## config.mk

```make
export PLATFORM = sky130hd
export DESIGN_NAME = uart_rx_stop_check
export DESIGN_NICKNAME = d
export VERILOG_FILES = /design/src/rtl/uart_rx_stop_check.sv
export SDC_FILE = /design/constraint.sdc
export NUM_CORES = 1
export LEC_CHECK = 0
export CAP_MARGIN = 25
export CORE_AREA = 2 2 49 51
export CTS_CLUSTER_DIAMETER = 40
export CTS_CLUSTER_SIZE = 12
export DETAILED_ROUTE_END_ITERATION = 7
export DIE_AREA = 0 0 51 53
export GPL_ROUTABILITY_DRIVEN = 0
export MAX_ROUTING_LAYER = met4
export PLACE_DENSITY_LB_ADDON = 0.08
export SYNTH_ARGS = -nofsm -noshare
export SYNTH_HDL_FRONTEND = slang
export SYNTH_SLANG_ARGS = --single-unit
```

## constraint.sdc

```tcl
create_clock -name i_clk -period 3.7 [get_ports i_clk]
set_clock_uncertainty 0.05 [all_clocks]
set_input_delay 0.555 -clock i_clk [delete_from_list [all_inputs] [get_ports i_clk]]
set_output_delay 0.555 -clock i_clk [all_outputs]
set_load 0.1 [all_outputs]
```

## src/rtl/uart_rx_stop_check.sv

```systemverilog
// uart_rx_stop_check: stop-bit timer with majority-of-3 voting, framing-error and break flags
module uart_rx_stop_check #(
    parameter int OSR = 16,
    localparam int CNT_W = $clog2(2*OSR+1)
) (
    input  logic       i_clk,
    input  logic       i_rst,
    input  logic       i_en,
    input  logic       i_rx,
    input  logic       i_start,
    input  logic [1:0] i_stop_cfg,
    input  logic       i_data_zero,
    output logic       o_ready,
    output logic       o_busy,
    output logic       o_frame_err,
    output logic       o_break
);
    typedef enum logic {IDLE, SAMPLE} state_t;

    localparam logic [CNT_W-1:0] M0  = CNT_W'(OSR/2);
    localparam logic [CNT_W-1:0] M1F = CNT_W'(OSR + OSR/2);
    localparam logic [CNT_W-1:0] M1H = CNT_W'(OSR + OSR/4);
    localparam logic [CNT_W-1:0] T1  = CNT_W'(OSR);
    localparam logic [CNT_W-1:0] T15 = CNT_W'(3*OSR/2);
    localparam logic [CNT_W-1:0] T2  = CNT_W'(2*OSR);

    state_t           state_q, state_d;
    logic [CNT_W-1:0] cnt_q, cnt_d;
    logic [1:0]       cfg_q, cfg_d;
    logic [1:0]       ones_q, ones_d;
    logic             bad_q, bad_d;
    logic             all_low_q, all_low_d;
    logic             frame_err_q, frame_err_d;
    logic             break_q, break_d;
    logic             ready_q, ready_d;

    logic [CNT_W-1:0] tick, m1, total;
    logic [1:0]       sum;
    logic             two_bits, in_win, vote_now;

    always_comb begin
        tick     = cnt_q + 1'b1;
        two_bits = cfg_q != 2'd0;
        m1       = cfg_q == 2'd1 ? M1H : M1F;
        total    = cfg_q == 2'd0 ? T1 : cfg_q == 2'd1 ? T15 : T2;
        sum      = ones_q + {1'b0, i_rx};
        in_win   = (tick >= M0 - 1'b1 && tick <= M0 + 1'b1) ||
                   (two_bits && tick >= m1 - 1'b1 && tick <= m1 + 1'b1);
        vote_now = tick == M0 + 1'b1 || (two_bits && tick == m1 + 1'b1);
        state_d     = state_q;
        cnt_d       = cnt_q;
        cfg_d       = cfg_q;
        ones_d      = ones_q;
        bad_d       = bad_q;
        all_low_d   = all_low_q;
        frame_err_d = frame_err_q;
        break_d     = break_q;
        ready_d     = 1'b0;
        if (i_start) begin
            state_d     = SAMPLE;
            cnt_d       = '0;
            cfg_d       = i_stop_cfg;
            ones_d      = '0;
            bad_d       = 1'b0;
            all_low_d   = 1'b1;
            frame_err_d = 1'b0;
            break_d     = 1'b0;
        end else if (state_q == SAMPLE && i_en) begin
            cnt_d = tick;
            if (in_win) ones_d = sum;
            // third sample of a centre: sum[1] is the majority vote
            if (vote_now) begin
                ones_d    = '0;
                bad_d     = bad_q | ~sum[1];
                all_low_d = all_low_q & ~sum[1];
            end
            if (tick == total) begin
                state_d     = IDLE;
                cnt_d       = '0;
                ready_d     = 1'b1;
                frame_err_d = bad_d;
                break_d     = bad_d & all_low_d & i_data_zero;
            end
        end
    end

    always_ff @(posedge i_clk or posedge i_rst) begin
        if (i_rst) begin
            state_q     <= IDLE;
            cnt_q       <= '0;
            cfg_q       <= '0;
            ones_q      <= '0;
            bad_q       <= 1'b0;
            all_low_q   <= 1'b1;
            frame_err_q <= 1'b0;
            break_q     <= 1'b0;
            ready_q     <= 1'b0;
        end else begin
            state_q     <= state_d;
            cnt_q       <= cnt_d;
            cfg_q       <= cfg_d;
            ones_q      <= ones_d;
            bad_q       <= bad_d;
            all_low_q   <= all_low_d;
            frame_err_q <= frame_err_d;
            break_q     <= break_d;
            ready_q     <= ready_d;
        end
    end

    assign o_ready     = ready_q;
    assign o_busy      = state_q == SAMPLE;
    assign o_frame_err = frame_err_q;
    assign o_break     = break_q;
endmodule

```

After elaboration in Yosys (flattened, before gate mapping)

Cells that the tools add are included.

Add/sub/neg operators: 4
Order comparisons: 4
Equality and inequality tests: 4
Mux-type cells: 32
Bitwise operators: 5
Reduce and logical (&&, ||, !) cells: 14

Operators by type and width:

| operator                                                                            | number |
|---|---|
| 6-bit two-way mux                                                                   | 5 |
| 1-bit two-way mux                                                                   | 22 |
| 6-bit equality test                                                                 | 2 |
| 2-bit two-way mux                                                                   | 4 |
| 5-bit by 1-bit adder with 6-bit output, second input constant                       | 1 |
| 6-bit by 1-bit adder with 6-bit output, second input constant                       | 1 |
| 6-bit by 4-bit equality test with 1-bit output, second input constant               | 1 |
| 6-bit by 3-bit greater-or-equal comparator with 1-bit output, second input constant | 1 |
| 6-bit greater-or-equal comparator                                                   | 1 |
| 6-bit by 4-bit less-or-equal comparator with 1-bit output, second input constant    | 1 |
| 6-bit less-or-equal comparator                                                      | 1 |
| 2-bit nonzero test                                                                  | 3 |
| 5-bit by 1-bit subtractor with 6-bit output, second input constant                  | 1 |
| 1-bit logical AND                                                                   | 5 |
| 4-bit two-way mux                                                                   | 1 |
| 2-bit AND reduction                                                                 | 2 |
| 1-bit bitwise AND                                                                   | 3 |
| 3-bit nonzero test                                                                  | 1 |
| 2-bit by 1-bit adder with 2-bit output                                              | 1 |
| 2-bit by 1-bit equality test with 1-bit output, second input constant               | 1 |
| 2-bit zero test                                                                     | 1 |
| 1-bit logical OR                                                                    | 2 |
| 1-bit NOT                                                                           | 1 |
| 1-bit OR                                                                            | 1 |

Register bits: 16
Input port bits: 8
Word-level logic and storage cells: 72

Logic depth before layout (Yosys ltp)

Gate-level depths: netlist of run 1.

Depth after elaboration: 14
Depth in mapped cells: 10
Gate-level depth less buffers: 9

Worst setup path after synthesis of run 1

OpenSTA, ideal clock, no wires.

Path type: reg2reg
Start: register cnt_q[1]
End: register ones_q[0]
Setup time: 0.079 ns
Data arrival time: 2.191 ns
Required time: 3.571 ns
Slack: 1.380 ns
Stages on the path, launching flop included: 9
Buffers on the path: 1
Cell sequence: dfrtp_1 ha_1 clkbuf_1 xor2_1 ha_1 and2_1 a221oi_1 a21o_1 mux2i_1

Cells in the longest elaborated chain, start to end: 7
Elaborated cells between the ends (all ways): 18

RTL lines:

| item                                                                             | RTL line | RTL |
|---|---|---|
| from (decl)                                                                      | 28       | `logic [CNT_W-1:0] cnt_q, cnt_d;` |
| from (signal assigned)                                                           | 100      | `cnt_q <= cnt_d;` |
| 6-bit by 1-bit adder with 6-bit output *                                         | 42       | `tick = cnt_q + 1'b1;` |
| 6-bit greater-or-equal comparator / 6-bit equality test (equally long branches)  | 48, 49   |  |
| 1-bit logical AND, on equally long branches                                      | 48, 49   |  |
| 1-bit logical AND / 1-bit logical OR (equally long branches)                     | 48, 49   |  |
| 1-bit logical OR / 2-bit two-way mux (equally long branches)                     | 47, 72   |  |
| 3-bit nonzero test (no source line) / 2-bit two-way mux (equally long branches)  | -        |  |
| 2-bit AND reduction (no source line) / 2-bit two-way mux (equally long branches) | -        |  |
| to (signal assigned)                                                             | 102      | `ones_q <= ones_d;` |
| to (decl)                                                                        | 30       | `logic [1:0] ones_q, ones_d;` |

Mark *: on every way between the ends. The rest lies on a longest branch, timed or not. The select of a mux whose other input is x is not followed.
A chain may end at the register's enable or synchronous reset.

Worst setup path in the final report of run 1

Start: register cnt_q[1]
End: register break_q, in the netlist o_break

Cells in the longest elaborated chain, start to end: 12
Elaborated cells between the ends (all ways): 19

RTL lines:

| item                                     | RTL line | RTL |
|---|---|---|
| 6-bit by 1-bit adder with 6-bit output * | 42       |  |
| 6-bit equality test                      | 49       | `vote_now = tick == M0 + 1'b1 \|\| (two_bits && tick == m1 + 1'b1);` |
| 1-bit logical AND                        | 49       |  |
| 1-bit logical OR                         | 49       |  |
| 1-bit two-way mux                        | 72       | `if (vote_now) begin` |
| 1-bit two-way mux                        | 68       | `end else if (state_q == SAMPLE && i_en) begin` |
| 1-bit two-way mux                        | 59       | `if (i_start) begin` |
| 1-bit bitwise AND (2 in series)          | 82       | `break_d = bad_d & all_low_d & i_data_zero;` |
| 1-bit two-way mux                        | 77       | `if (tick == total) begin` |
| 1-bit two-way mux                        | 68       |  |
| 1-bit two-way mux                        | 59       |  |
| to (signal assigned)                     | 106      | `break_q <= break_d;` |
| to (decl)                                | 34       | `logic break_q, break_d;` |

Marks and branches as above.

==> metrics, run 1 <==
# rows 17; HP Class register to register; CP Launch Type register; Seq pwr share 0.507; r2r endpoint o_break; period utilization 0.728; Die Width approximately 51 um; Area Growth Syn to Fin 10.3%; final WL ~2800 um; NumNets Final about 160; Post-DP Area between 1000 and 1500 um2; Resized Gates After CTS 0; Pleak between 0.0005 and 0.0006 uW; Worst-Margin Slew around 970 ps; Mapped Avg Cell Area roughly 9.0 um2; CTS clk-pin slew, worst paths roughly 100 ps; TritonCTS clock tree done; Antenna Nets Post-Route 0; number of max-cap violations 0; post-synthesis register bit count 16; Arr. time, crit path roughly 2800 ps; critical path endpoint category register; synthesized area between 1000 and 1500 um2; most frequent cells in the layout dfrtp_1, clkdlybuf4s50_1, nand2_1, nor2_1, inv_1; Post CTS Setup Buffer Count 0; internal power ~290 uW; post-route cell area ~1400 um2; drc violations 0; Initial DRC Count 43; ANT cells 0; cell count after synthesis 141; fillers 179; top_reg_cell synth dfrtp_1; Starting Density 0.589; Post-synth ARST share 1.00; clk_lat worst skew between 200 and 300 ps; register area share after synthesis 0.317; switch share 0.288; largest net degree at the start of global routing 18; TNS Setup 0 ps; DR vias/cell around 6.3; HPWL Detailed between 2000 and 2500 um; Clock power frac 0.291; number of global-route vias before repair roughly 1100; WL/cell 16.2 um; combinational share of power 0.202; cell count of the worst reg-to-reg path 6; cts bufs inserted 3; final slew viol count 0; switching power roughly 120 uW; CP Capture Point o_break; Clock Tree Buf Depth 2; PortBufs 11; count of unique library cells instantiated by Yosys 49; EDFF count, synth 0; Crit-path slowest cell dfrtp_1; CP max FO 12; clk sink count 16; syn_nets 154; IO Pins 12; Worst R2R Setup Slack 1010 ps; most common cell after layout, fill and taps aside dfrtp_1; CP Cell Sequence ha_1, a31oi_1, a41o_2, a2111oi_0, o21ai_0, o31ai_1; setup violators final 0; core area around 2100 um2; max incr delay on CP between 500 and 600 ps; Congestion Overflow GR 0; H-Tree Depth 1; Die Height 53 um; Power Density around 290 nW/um2; number of iterations in the first detailed-routing pass 4; Max IR drop VDD ~230 uV; critical path type register to register; Setup crit start cnt_q[1]; die area approximately 2700 um2; Synth Warn # 0; GRT Overall Usage 0.256; root buf cell clkbuf_4; status finished clean; Hold Buf Count CTS 0; min Tclk post-route about 2700 ps; Hold Vio Cnt, Final 0; reg2reg start cnt_q[1]; Max-slew headroom 0.354; share of cells above drive strength 1 0.0811; Required @ worst endpoint around 3800 ps; RSZ-0062 raised after global routing false; first-pass GRT wire length 5010 um; initial antenna violation count 0; FMAX roughly 370 MHz; Via Count roughly 1100
-- cells in the mapped netlist (2+ instances only) --
master	instances	area (um2)
dfrtp_1	15	375
nand2_1	10	37.5
nor2_1	10	37.5
inv_1	8	30.0
nand3_1	6	30.0
o21ai_0	6	30.0
ha_1	5	62.6
mux2i_1	5	50.1
nor3_1	5	25.0
a21o_1	4	30.0
a21oi_1	4	20.0
nor2b_1	4	25.0
a31oi_1	3	18.8
and2_1	3	18.8
buf_4	3	22.5
nand3b_1	3	22.5
nor3b_1	3	22.5
xnor2_1	3	26.3
a221oi_1	2	17.5
and3_1	2	12.5
buf_2	2	10.0
clkbuf_1	2	7.51
mux2_2	2	22.5
nand2b_1	2	12.5
nand4_1	2	12.5
o211ai_1	2	15.0
o31ai_1	2	15.0
xor2_1	2	17.5
-- how the worst min path moves through the flow --
stage	startpoint	to	slack [ps]	depth (start not counted)
floorplan	i_rst	bad_q	420	1
global placement	o_break	o_break	450	2
detailed placement	all_low_q	all_low_q	460	1
CTS	all_low_q	all_low_q	470	1
global route	all_low_q	all_low_q	490	1
finish	all_low_q	all_low_q	470	1
-- layer usage --
metal	vias up	track usage	routed length [um]
met3	2	0.0452	184
met4	0	0.0766	8
met1	518	0.304	1220
met2	49	0.446	1440
met5	-	-	0
li1	534	-	-
-- area by class of cell --
cell class / count / area (um2) / area share
clock buffers: 4 / 36.3 / 0.0260
inverters: 8 / 30.0 / 0.0215
well taps: 28 / 35.0 / 0.0251
repair buffers: 11 / 110 / 0.0789
multi-input cells: 109 / 783 / 0.561
flip-flops and latches: 16 / 402 / 0.288
-- critical path: cells and delay by family (launching register included) --
family / cells / cell delay [ps]
flops: 1 / 510
compound gates: 5 / 1590
fa+ha+maj: 1 / 450
-- power by group through the flow --
stage               Sequential [uW]  Clock, uW  Combinational, uW
finish                          205        118               81.6
global route                    207        126               93.2
CTS                             204        120               82.3
detailed placement              207          0               82.6
global placement                206          0               77.9
floorplan                       201          0               63.4
-- kinds of logic after synthesis --
kind of cell,Yosys count,share of synthesized area
simple gates,57,0.264
compound gates,34,0.196
buf+inv,16,0.0642
flops,16,0.317
mux,7,0.0573
xor+xnor,6,0.0524
fa+ha+maj,5,0.0494
-- stage by stage --
stage / setup WS, ps / std cells / total power [uW] / util / hold WS, ps
floorplan: 1380 / 141 / 264 / - / 418
global placement: 1170 / 172 / 284 / 0.633 / 445
detailed placement: 1050 / 172 / 290 / 0.633 / 457
CTS: 1030 / 176 / 407 / 0.650 / 471
global route: 720 / 176 / 426 / 0.650 / 486
finish: 1010 / 176 / 404 / 0.650 / 469
-- state kept, by name (all words and copies together), names as in the netlist --
signal	count
ones_q	2
cnt_q	6
o_frame_err	1
all_low_q	1
o_break	1
o_ready	1
bad_q	1
o_busy	1
cfg_q	2
No activity file was read; power rests on OpenSTA's default activity.
==> run 2: changes to the inputs <==
Settings changed: CORE_AREA 2 2 49 51 to 2 2 53 55, DIE_AREA 0 0 51 53 to 0 0 55 57.
Clock period 3.7 ns to 2.15 ns, I/O delays scaled along.
==> metrics, run 2 (same netlist as run 1, synthesis figures left out) <==
most common cell after layout, fill and taps aside buf_4; min Tclk post-route 2240 ps; DR vias/cell approximately 5.7; Congestion Overflow GR 0; clk sink count 16; setup violators final 4; Die Width 55 um; worst setup margin -93.8 ps; CP Cell Sequence ha_4, and4_4, or3_4, nor4b_4, a21bo_1, or3b_1, a21o_1; critical path endpoint category register; initial antenna violation count 0; Worst-Margin Slew approximately 600 ps; PortBufs 11; HPWL Detailed between 2000 and 2500 um; max incr delay on CP between 400 and 500 ps; final slew viol count 0; total power between 700 and 800 uW; Initial DRC Count 37; RSZ-0062 raised after global routing true; IO Pins 12; FMAX 446 MHz; failing checks setup timing; CP max FO 4; period utilization 1.04; H-Tree Depth 1; first-pass GRT wire length between 5000 and 6000 um; GRT Overall Usage 0.231; area of the multi-input gates ~940 um2; number of max-cap violations 0; Seq pwr share 0.471; status complete, but fails checks; WL/cell roughly 15 um; Max-slew headroom 0.592; largest net degree at the start of global routing 17; Hold Buf Count CTS 0; TritonCTS clock tree done; Clock Tree Buf Depth 2; Pleak ~0.00078 uW; switch share 0.288; Required @ worst endpoint about 2300 ps; fillers about 210; Worst Path Buf+Inv 0; Reg with most FFs cnt_q; Starting Density 0.484; Via Count 1228; post-route cell area roughly 1800 um2; Largest register FFs 6; CTS clk-pin slew, worst paths approximately 90 ps; drc violations 0; NumNets Final between 150 and 200; number of global-route vias before repair 1206; Max IR drop VDD roughly 580 uV; number of iterations in the first detailed-routing pass 4; Area Growth Syn to Fin 43.1%; final WL 3310 um; switching power about 210 uW; Clock power frac 0.262; critical path type register to register; share of cells above drive strength 1 0.377; register area a little over 400 um2; core area approximately 2600 um2; die area about 3100 um2; Crit-path slowest cell dfrtp_2; Hold Vio Cnt, Final 0; Top Registers cnt_q (6), cfg_q (2), ones_q (2); ANT cells 0; root buf cell clkbuf_4; most frequent cells in the layout buf_4, dfrtp_1, nand2_1, nor2_1, inv_1; combinational share of power 0.267; Die Height 57 um; Post-DP Area between 1500 and 2000 um2; Arr. time, crit path roughly 2400 ps; clk_lat worst skew ~270 ps; Power Density around 400 nW/um2; cts bufs inserted 3; internal power approximately 520 uW; Antenna Nets Post-Route 0; CP Launch Type register; CP delay by family, top simple AND/OR/NAND/NOR gates; HP Class input pin to asynchronous set/reset pin; # rows 19
run 2: per-stage QoR:
step | instances | TNS (ps) | hold slack [ps] | util | worst slack [ps]
2_1_floorplan | 141 | -112 | 185 | - | -94.4
3_3_place_gp | 206 | -1930 | 452 | 0.612 | -225
3_5_place_dp | 206 | -1860 | 471 | 0.612 | -214
4_1_cts | 212 | -184 | 376 | 0.657 | -65.0
5_1_grt | 214 | -680 | 404 | 0.693 | -193
6_report | 214 | -198 | 365 | 0.693 | -93.8
run 2: per-layer routing:
layer,part of all wire,vias up,GRT usage
li1,-,602,-
met4,0.0094,0,0.0418
met5,0,-,-
met2,0.51,35,0.366
met1,0.45,587,0.328
met3,0.037,4,0.0183
run 2: worst paths after layout:
kind	depth (start not counted)	startpoint	to	slack, ps
min	2	i_rst	cfg_q[0]	370
min reg2reg	2	o_break	o_break	480
max	7	cnt_q[1]	all_low_q	-90
min in group i_clk	2	o_break	o_break	480
max in group asynchronous	2	i_rst	cnt_q[2]	1260
max reg2reg	7	cnt_q[1]	all_low_q	-90
run 2: power by group through the flow:
stage	Combinational, uW	Clock [uW]	Sequential [uW]
3_3_place_gp	169	0	346
3_5_place_dp	173	0	349
4_1_cts	182	195	342
5_1_grt	215	214	347
6_report	194	191	342
2_1_floorplan	110	0	348
run 2: layout make-up:
| cell class | count | share of cell area |
|---|---|---|
| multi-input cells | 109 | 0.517 |
| flip-flops and latches | 16 | 0.223 |
| repair buffers | 46 | 0.202 |
| well taps | 31 | 0.0214 |
| clock buffers | 4 | 0.0200 |
| inverters | 8 | 0.0166 |
run 2: what timing repair did:
item                                   in CTS  in global routing
setup buffers                               2                  2
endpoints found under the hold margin       0                  0
gates resized for setup                    11                 16
setup endpoints to repair                  13                 13
pin swaps                                  10                 10
==> run 3: changes to the inputs <==
Settings changed: REMOVE_ABC_BUFFERS from default to 1.
==> metrics, run 3 (same netlist as run 1, synthesis figures left out) <==
Die Width around 55 um; RSZ-0062 raised after global routing true; met3 GRT Util 0.0131; number of global-route vias before repair 1253; post-route cell area 1770 um2; met1 usage 0.329; area of the multi-input gates approximately 900 um2; Pleak 0.000759 uW; period utilization 1.02; fillers 213; cts bufs inserted 3; CP max FO 7; HP Class input pin to asynchronous set/reset pin; ANT cells 0; status complete, but fails checks; Reg with most FFs cnt_q; setup violators final 4; Starting Density 0.484; most frequent cells in the layout buf_4, dfrtp_1, nand2_1, nor2_1, inv_1; NumNets Final 197; Top Registers cnt_q (6), cfg_q (2), ones_q (2); min Tclk post-route 2190 ps; FMAX roughly 460 MHz; die area between 3000 and 4000 um2; PortBufs 11; TNS Setup -97.8 ps; Die Height about 57 um; core area ~2600 um2; GRT met2 Usage 0.405; Place WS -141 ps; worst setup margin -39.3 ps; Antenna Nets Post-Route 0; most common cell after layout, fill and taps aside buf_4; Congestion Overflow GR 0; critical path type register to register; drc violations 0; DP Cell Count 204; final WL ~3700 um; Via Count about 1300; Max-slew headroom 0.605; GRT Overall Usage 0.250; Power Density roughly 420 nW/um2; Arr. time, crit path ~2400 ps; Clock Tree Buf Depth 2; CP Launch Type register; final slew viol count 0; TritonCTS clock tree done; initial antenna violation count 0; Required @ worst endpoint approximately 2300 ps; Hold Vio Cnt, Final 0; # rows 19; largest net degree at the start of global routing 17; WL/cell about 17 um; Largest register FFs 6; number of iterations in the first detailed-routing pass 4; clk sink count 16; Max IR drop VDD between 400 and 500 uV; Initial DRC Count 21; Area Growth Syn to Fin 40.1%; IO Pins 12; first-pass GRT wire length between 5000 and 6000 um; Post-DP Area 1570 um2; failing checks setup timing; Most Crowded Layer GR met2; clk_lat worst skew 290 ps; HPWL Detailed 2490 um; Worst-Margin Slew 592 ps; Final Non-Filler Cells 214; CTS clk-pin slew, worst paths around 90 ps; root buf cell clkbuf_4; register area slightly above 400 um2; share of cells above drive strength 1 0.404; number of max-cap violations 0; critical path endpoint category register; H-Tree Depth 1; DR vias/cell about 6
run 3: cell counts in the layout (fill, tap and decap cells not counted):
No cell type changed its count.
run 3: path summary, 6_finish.rpt:
kind	start	to	slack, ps	cells past startpoint
worst min register to register	all_low_q	all_low_q	490	1
max in group asynchronous	i_rst	cnt_q[2]	1290	2
worst max register to register	cnt_q[1]	ones_q[0]	-40	9
worst max-delay path	cnt_q[1]	ones_q[0]	-40	9
min in group i_clk	all_low_q	all_low_q	490	1
worst min-delay path	i_rst	o_busy	340	2
run 3: routing by layer:
layer | routed length [um] | vias up
met5 | 0 | -
met4 | 93 | 0
met3 | 117 | 11
met2 | 1910 | 34
met1 | 1530 | 607
li1 | - | 602
run 3: cell type report:
type	instances	area share
flip-flops and latches	16	0.228
repair buffers	46	0.207
inverters	8	0.0169
clock buffers	4	0.0205
multi-input cells	109	0.506
well taps	31	0.0219
run 3: critical path, stage by stage, from the launching register on:
cell      delay [ps]
dfrtp_1          400
buf_4            170
buf_4            140
ha_1             210
nand2b_1         110
mux2i_1           80
o221a_2          300
a221oi_2         300
a21o_1           190
mux2i_1          180
run 3: stage by stage:
stage          hold slack [ps]  total power, uW   util
3_3_place_gp               451              515  0.601
4_1_cts                    357              723  0.636
6_report                   337              745  0.678
5_1_grt                    425              785  0.678
2_1_floorplan              186              451      -
3_5_place_dp               454              523  0.601
run 3: repair_timing:
action                     CTS  global route
gates resized for setup      9            21
hold buffers                 0             0
pin swaps                    8            13
setup endpoints to repair    8            13
buffers inserted             3             3
run 3: report_power, final:
group	internal [uW]	leakage (uW)	switching [uW]	total [uW]
sequential	322	0.000201	21.9	344
clock	103	0.0000210	96.5	200
combinational	101	0.000538	100	201
